$ cat src/rtl/mem_scan_pkg.sv
// Shared widths, buffer depth and sequencer state encoding for mem_scan_ctrl.
package mem_scan_pkg;
  localparam int ADDR_W    = 8;
  localparam int DATA_W    = 18;
  localparam int LEN_W     = 9;
  localparam int SUM_W     = 26;
  localparam int BUF_DEPTH = 2;
  localparam int OCC_W     = $clog2(BUF_DEPTH + 1);

  typedef enum logic [1:0] {
    IDLE,
    RUN,
    DRAIN,
    DONE
  } state_t;
endpackage

$ cat src/rtl/mem_scan_ctrl_if.sv
// Command, memory-read and output-stream signals of mem_scan_ctrl.
// The master modport is the controller; the slave modport is its environment.
interface mem_scan_ctrl_if
  import mem_scan_pkg::*;
#(
  parameter int AW = ADDR_W,
  parameter int DW = DATA_W,
  parameter int LW = LEN_W,
  parameter int SW = SUM_W
);
  logic          start;
  logic [AW-1:0] base_addr;
  logic [LW-1:0] length;
  logic [AW-1:0] address;
  logic [DW-1:0] mem_data;
  logic          out_valid;
  logic [DW-1:0] out_data;
  logic          out_ready;
  logic          busy;
  logic          done;
  logic [SW-1:0] sum;

  modport master (
    input  start, base_addr, length, mem_data, out_ready,
    output address, out_valid, out_data, busy, done, sum
  );

  modport slave (
    output start, base_addr, length, mem_data, out_ready,
    input  address, out_valid, out_data, busy, done, sum
  );
endinterface

$ cat src/rtl/mem_scan_ctrl_fifo.sv
// scan_fifo2: 2-entry first-word-fall-through FIFO; dout is the head, valid when !empty.
// Simultaneous push and pop keeps occupancy; a push into a full FIFO without a pop is dropped.
module scan_fifo2
  import mem_scan_pkg::*;
#(
  parameter int W = DATA_W
) (
  input  logic             clk,
  input  logic             rst,
  input  logic             push,
  input  logic             pop,
  input  logic [W-1:0]     din,
  output logic [W-1:0]     dout,
  output logic [OCC_W-1:0] occ,
  output logic             full,
  output logic             empty
);
  logic [W-1:0]     slot0_q, slot0_d;
  logic [W-1:0]     slot1_q, slot1_d;
  logic [OCC_W-1:0] occ_q, occ_d;
  logic             do_push, do_pop;

  always_comb begin
    slot0_d = slot0_q;
    slot1_d = slot1_q;
    occ_d   = occ_q;
    do_pop  = pop && (occ_q != '0);
    do_push = push && ((occ_q != OCC_W'(BUF_DEPTH)) || do_pop);
    case ({do_push, do_pop})
      2'b10: begin
        if (occ_q == '0) slot0_d = din;
        else             slot1_d = din;
        occ_d = occ_q + OCC_W'(1);
      end
      2'b01: begin
        slot0_d = slot1_q;
        occ_d   = occ_q - OCC_W'(1);
      end
      2'b11: begin
        // slot0 is leaving; the new word lands behind whatever remains
        if (occ_q == OCC_W'(1)) begin
          slot0_d = din;
        end else begin
          slot0_d = slot1_q;
          slot1_d = din;
        end
      end
      default: ;
    endcase
  end

  always_ff @(posedge clk or posedge rst) begin
    if (rst) begin
      slot0_q <= '0;
      slot1_q <= '0;
      occ_q   <= '0;
    end else begin
      slot0_q <= slot0_d;
      slot1_q <= slot1_d;
      occ_q   <= occ_d;
    end
  end

  assign dout  = slot0_q;
  assign occ   = occ_q;
  assign full  = (occ_q == OCC_W'(BUF_DEPTH));
  assign empty = (occ_q == '0);
endmodule

$ cat src/rtl/mem_scan_ctrl.sv
// Walks a wrapping address range of a 1-cycle-latency memory and streams the words out with a running sum.
// First word valid 3 cycles after start; reads are credited against a 2-entry buffer so out_ready stalls lose nothing.
module mem_scan_ctrl
  import mem_scan_pkg::*;
#(
  parameter int ADDR_W = mem_scan_pkg::ADDR_W,
  parameter int DATA_W = mem_scan_pkg::DATA_W,
  parameter int LEN_W  = mem_scan_pkg::LEN_W,
  parameter int SUM_W  = mem_scan_pkg::SUM_W
) (
  input  logic            clk,
  input  logic            rst,
  mem_scan_ctrl_if.master bus
);
  state_t            state_q, state_d;
  logic [ADDR_W-1:0] addr_q, addr_d;
  logic [LEN_W-1:0]  rem_q, rem_d;
  logic [SUM_W-1:0]  sum_q, sum_d;
  logic              pending_q, pending_d;

  logic [DATA_W-1:0] fifo_dout;
  logic [OCC_W-1:0]  fifo_occ;
  logic              fifo_full, fifo_empty;
  logic              push, pop, issue;
  logic [2:0]        credit_used;
  logic [2:0]        occ_next;

  assign push = pending_q;
  assign pop  = bus.out_ready && !fifo_empty;

  // Words already buffered or in flight, minus the one leaving this cycle
  assign credit_used = 3'(fifo_occ) + 3'(pending_q) - 3'(pop);
  assign issue       = (state_q == RUN) && (credit_used < 3'(BUF_DEPTH));
  assign occ_next    = 3'(fifo_occ) + 3'(push) - 3'(pop);

  always_comb begin
    state_d   = state_q;
    addr_d    = addr_q;
    rem_d     = rem_q;
    sum_d     = sum_q;
    pending_d = issue;
    if (pending_q) sum_d = sum_q + SUM_W'(bus.mem_data);
    case (state_q)
      IDLE: begin
        if (bus.start) begin
          rem_d = bus.length;
          sum_d = '0;
          if (bus.length == '0) begin
            state_d = DONE;
          end else begin
            addr_d  = bus.base_addr;
            state_d = RUN;
          end
        end
      end
      RUN: begin
        if (issue) begin
          addr_d = addr_q + ADDR_W'(1);
          rem_d  = rem_q - LEN_W'(1);
          if (rem_q == LEN_W'(1)) state_d = DRAIN;
        end
      end
      DRAIN: begin
        // Look ahead so done lands the cycle right after the final pop
        if ((occ_next == 3'd0) && !pending_d) state_d = DONE;
      end
      DONE:    state_d = IDLE;
      default: state_d = IDLE;
    endcase
  end

  always_ff @(posedge clk or posedge rst) begin
    if (rst) begin
      state_q   <= IDLE;
      addr_q    <= '0;
      rem_q     <= '0;
      sum_q     <= '0;
      pending_q <= 1'b0;
    end else begin
      state_q   <= state_d;
      addr_q    <= addr_d;
      rem_q     <= rem_d;
      sum_q     <= sum_d;
      pending_q <= pending_d;
    end
  end

  scan_fifo2 #(.W(DATA_W)) u_fifo (
    .clk   (clk),
    .rst   (rst),
    .push  (push),
    .pop   (pop),
    .din   (bus.mem_data),
    .dout  (fifo_dout),
    .occ   (fifo_occ),
    .full  (fifo_full),
    .empty (fifo_empty)
  );

  assign bus.address   = addr_q;
  assign bus.out_valid = !fifo_empty;
  assign bus.out_data  = fifo_dout;
  assign bus.busy      = (state_q != IDLE);
  assign bus.done      = (state_q == DONE);
  assign bus.sum       = sum_q;

  a_no_overflow: assert property (@(posedge clk) disable iff (rst) !(push && fifo_full && !pop))
    else $error("output buffer overflow");
endmodule

$ cat src/flat_wrapper.sv
// flat-port wrapper written by rule: the top's interface ports become plain ports
module mem_scan_ctrl_flat import mem_scan_pkg::*;
#(
  parameter int ADDR_W = mem_scan_pkg::ADDR_W,
  parameter int DATA_W = mem_scan_pkg::DATA_W,
  parameter int LEN_W  = mem_scan_pkg::LEN_W,
  parameter int SUM_W  = mem_scan_pkg::SUM_W
)
  (clk, rst, bus_start, bus_base_addr, bus_length, bus_mem_data, bus_out_ready, bus_address, bus_out_valid, bus_out_data, bus_busy, bus_done, bus_sum);
  mem_scan_ctrl_if bus_i ();
  input  logic clk;
  input  logic rst;
  input wire logic [$bits(bus_i.start)-1:0] bus_start;
  input wire logic [$bits(bus_i.base_addr)-1:0] bus_base_addr;
  input wire logic [$bits(bus_i.length)-1:0] bus_length;
  input wire logic [$bits(bus_i.mem_data)-1:0] bus_mem_data;
  input wire logic [$bits(bus_i.out_ready)-1:0] bus_out_ready;
  output wire logic [$bits(bus_i.address)-1:0] bus_address;
  output wire logic [$bits(bus_i.out_valid)-1:0] bus_out_valid;
  output wire logic [$bits(bus_i.out_data)-1:0] bus_out_data;
  output wire logic [$bits(bus_i.busy)-1:0] bus_busy;
  output wire logic [$bits(bus_i.done)-1:0] bus_done;
  output wire logic [$bits(bus_i.sum)-1:0] bus_sum;
  assign bus_i.start = bus_start;
  assign bus_i.base_addr = bus_base_addr;
  assign bus_i.length = bus_length;
  assign bus_i.mem_data = bus_mem_data;
  assign bus_i.out_ready = bus_out_ready;
  assign bus_address = bus_i.address;
  assign bus_out_valid = bus_i.out_valid;
  assign bus_out_data = bus_i.out_data;
  assign bus_busy = bus_i.busy;
  assign bus_done = bus_i.done;
  assign bus_sum = bus_i.sum;
  mem_scan_ctrl #(.ADDR_W(ADDR_W), .DATA_W(DATA_W), .LEN_W(LEN_W), .SUM_W(SUM_W)) u_core (.clk(clk), .rst(rst), .bus(bus_i));
endmodule
$ cat config.mk
export PLATFORM = sky130hd
export DESIGN_NAME = mem_scan_ctrl_flat
export DESIGN_NICKNAME = d
export VERILOG_FILES = /design/src/rtl/mem_scan_pkg.sv /design/src/rtl/mem_scan_ctrl_if.sv /design/src/rtl/mem_scan_ctrl_fifo.sv /design/src/rtl/mem_scan_ctrl.sv /design/src/flat_wrapper.sv
export SDC_FILE = /design/constraint.sdc
export NUM_CORES = 1
export LEC_CHECK = 0
export CORE_UTILIZATION = 40
export DETAILED_ROUTE_END_ITERATION = 8
export PLACE_DENSITY = 0.7
export RECOVER_POWER = 100
export SLEW_MARGIN = 20
export SYNTH_ARGS = -nofsm -noshare
export SYNTH_HDL_FRONTEND = slang
export SYNTH_SLANG_ARGS = --single-unit
$ cat constraint.sdc
create_clock -name clk -period 4.5 [get_ports clk]
set_input_delay 0.675 -clock clk [delete_from_list [all_inputs] [get_ports clk]]
set_output_delay 0.675 -clock clk [all_outputs]
set_load 0.02 [all_outputs]
==> results.sh <==
export IMPL_outcome="finished, violations left"
export IMPL_failed_checks="max-capacitance violations, max-slew violations"
export IMPL_dieArea_um2=13400
export IMPL_use_met1=0.255
export IMPL_worst_pin_slew_ns=1.64
export IMPL_critical_path_max_fanout=17
export IMPL_diodes=0
export IMPL_worstPathRequired_ns=4.73
export IMPL_grt_pass1_vias=4450
export IMPL_critPathArrivalTime_ns=4.09
export IMPL_via_count=4556
export IMPL_drt_initial_drc_count=189
export IMPL_drtPass1Iterations=4
export IMPL_period_share=0.857
export IMPL_setup_viol=0
export IMPL_syn2layout_area_growth_pct=26.2
export IMPL_period_minus_slack_ns=3.86
export IMPL_synth_edf_count=0
export IMPL_powerDensity_nw_per_um2=723
export IMPL_core_um2=12600
export IMPL_clock_latency_ns=0.35
export IMPL_ys_ff_latch=84
export IMPL_drive_gt1_frac=0.0699
export IMPL_ioPinCount=94
export IMPL_die_w_um=116
export IMPL_postCtsSetupBuffers=0
export IMPL_cts_buffers=9
export IMPL_cts_tree="yes"
export IMPL_top_usage_layer="met2"
export IMPL_clockBufferDepth=2
export IMPL_cts_root_buf="clkbuf_16"
export IMPL_synth_nets=640
export IMPL_finalNetCount=724
export IMPL_routabilityCongestion=0.829
export IMPL_grt_use_met2=0.327
export IMPL_ant_nets=0
export IMPL_yosysSeqAreaShare=0.405
export IMPL_end_kind="register"
export IMPL_final_cell_mix="dfrtp_1 (84), a21oi_1 (67), nor2_1 (62)"
export IMPL_routed_wl_mm=12.9
export IMPL_final_setup_worst_slack_ns=0.643
export IMPL_async_reset_ff_frac=1.00
export IMPL_hold_viol=0
export IMPL_slew_headroom=-0.0994
export IMPL_fmax_ghz=0.259
export IMPL_cts_htree_levels=3
export IMPL_max_cap_viol_count=1
export IMPL_path_class="input pin to register"
export IMPL_portBuffers=93
export IMPL_start_util=0.411
export IMPL_fin_setup_tns_ns=0
export IMPL_drcViolationCount=0
export IMPL_rows=41
export IMPL_fill_cells=1194
export IMPL_ys_warn_count=0
export IMPL_path_clk_slew_ns=0.06
export IMPL_crit_path_start_kind="input pin"
export IMPL_syn_inst=569
export IMPL_cts_repair_resized=0
export IMPL_final_common_cell="dfrtp_1"
export IMPL_post_drt_wl_per_cell_um=15.6
export IMPL_drt_vias_per_instance=5.49
export IMPL_grt_overflow_total=0
export IMPL_clock_sinks=84
export IMPL_fin_skew_ns=0.00851
export IMPL_die_h_um=116
export IMPL_ys_types=64
export IMPL_dp_hpwl_mm=9.31
export IMPL_rsz0062_at_grt="no"
export IMPL_global_route_usage_met3=0.0439
export IMPL_slew_violations=38
export IMPL_dp_slack_ns=0.639
export IMPL_antenna_found_initial=0
export IMPL_leakage_nw=2.85
export IMPL_avgSynthCellArea_um2=9.12
export IMPL_ir_worst_vdd_v=0.000345
export IMPL_syn_area_um2=5190
export IMPL_ys_flop_type="dfrtp_1"
export IMPL_grt_pass1_wl_mm=20.9
export IMPL_grt_max_degree=38
export IMPL_postCtsHoldBufs=0
export IMPL_hold_class="register to register"
export IMPL_grt_usage=0.199
-- registers in the layout (all words and copies together) (netlist names) --
signal	cells
u_core.bus.address	8
u_core.bus.sum	26
u_core.pending_q	1
u_core.rem_q	9
u_core.state_q	2
u_core.u_fifo.dout	18
u_core.u_fifo.occ	2
u_core.u_fifo.slot1_q	18
-- metrics by stage --
stage | cell area, µm² | instances | power, W | hold slack, ns | util
2_1_floorplan | 5190 | 569 | 0.00320 | 0.449 | -
3_3_place_gp | 6270 | 814 | 0.00398 | 0.471 | 0.497
3_5_place_dp | 6270 | 814 | 0.00409 | 0.473 | 0.497
4_1_cts | 6580 | 830 | 0.00486 | 0.499 | 0.521
5_1_grt | 6550 | 830 | 0.00511 | 0.517 | 0.519
6_report | 6550 | 830 | 0.00474 | 0.493 | 0.519
-- layout make-up --
type	instances	area (µm²)	share of cell area
flip-flops and latches	84	2100	0.321
repair buffers	99	965	0.147
multi-input cells	440	2890	0.442
well taps	172	215	0.0328
clock inverters	6	63.8	0.00974
clock buffers	10	239	0.0365
inverters	19	72.6	0.0111
-- final timing paths --
path	cells after the start	slack, ns	to	from
worst max register to register	16	0.74	u_core.bus.address[4]	u_core.u_fifo.occ[1]
max in group asynchronous	3	1.49	u_core.u_fifo.slot1_q[13]	rst
worst min register to register	2	0.49	u_core.u_fifo.slot1_q[1]	u_core.u_fifo.slot1_q[1]
worst max-delay path	14	0.64	u_core.bus.address[4]	bus_out_ready
min in group asynchronous	2	1.18	u_core.u_fifo.slot1_q[0]	rst
worst min-delay path	2	0.49	u_core.u_fifo.slot1_q[1]	u_core.u_fifo.slot1_q[1]
-- kinds of logic (layout without fill, tap and decap cells) --
family | Yosys count | count (layout) | synth area share
and+or+nand+nor | 193 | 193 | 0.184
AOI/OAI and AO/OA | 159 | 159 | 0.187
DFF | 84 | 84 | 0.405
muxes | 45 | 45 | 0.0909
buffers and inverters | 45 | 134 | 0.0347
adders and majority gates | 32 | 32 | 0.0800
xor gates and xnor gates | 11 | 11 | 0.0186
-- metal layers --
metal,wire [µm],part of all wire
met5,0,0
met4,227,0.018
met3,766,0.059
met2,6000,0.46
met1,5920,0.46
-- critical path: stages --
cell and delay, ns:
dlygate4sd3_1 0.57, nand2_1 0.16, clkinv_1 0.18, ha_1 0.32
inv_1 0.06, ha_1 0.12, inv_1 0.05, fa_1 0.38
xnor2_1 0.18, a21oi_1 0.12, nor4_1 0.27, clkbuf_1 0.54
nand2_1 0.20, o221a_2 0.27
-- where the power goes --
part           internal, W  leakage (nW)  total, W  switching [W]
sequential         0.00111          1.01   0.00138       0.000268
combinational      0.00110          1.70   0.00261        0.00151
clock             0.000444         0.144  0.000753       0.000309
total              0.00265          2.85   0.00474        0.00209
-- Yosys cell counts (all sizes together) (4+ instances only) --
master   n  area share
dfrtp   84        0.40
a21oi   67       0.065
nor2    62       0.045
nand2   43       0.032
o21ai   36       0.035
ha      30       0.072
mux2i   28       0.054
nand3   24       0.023
clkbuf  17       0.013
inv     17       0.012
mux2    17       0.037
and3    13       0.016
nor3    11       0.013
a211oi   9       0.014
buf      9      0.0084
nand4    9       0.011
a21o     7       0.010
nand2b   7      0.0084
xnor2    7       0.012
or3      6      0.0072
nor4     5       0.010
o211ai   5      0.0072
a31oi    4      0.0048
o22ai    4      0.0048
or4      4      0.0065
xor2     4      0.0067
Power figures use the tool's default switching activity.
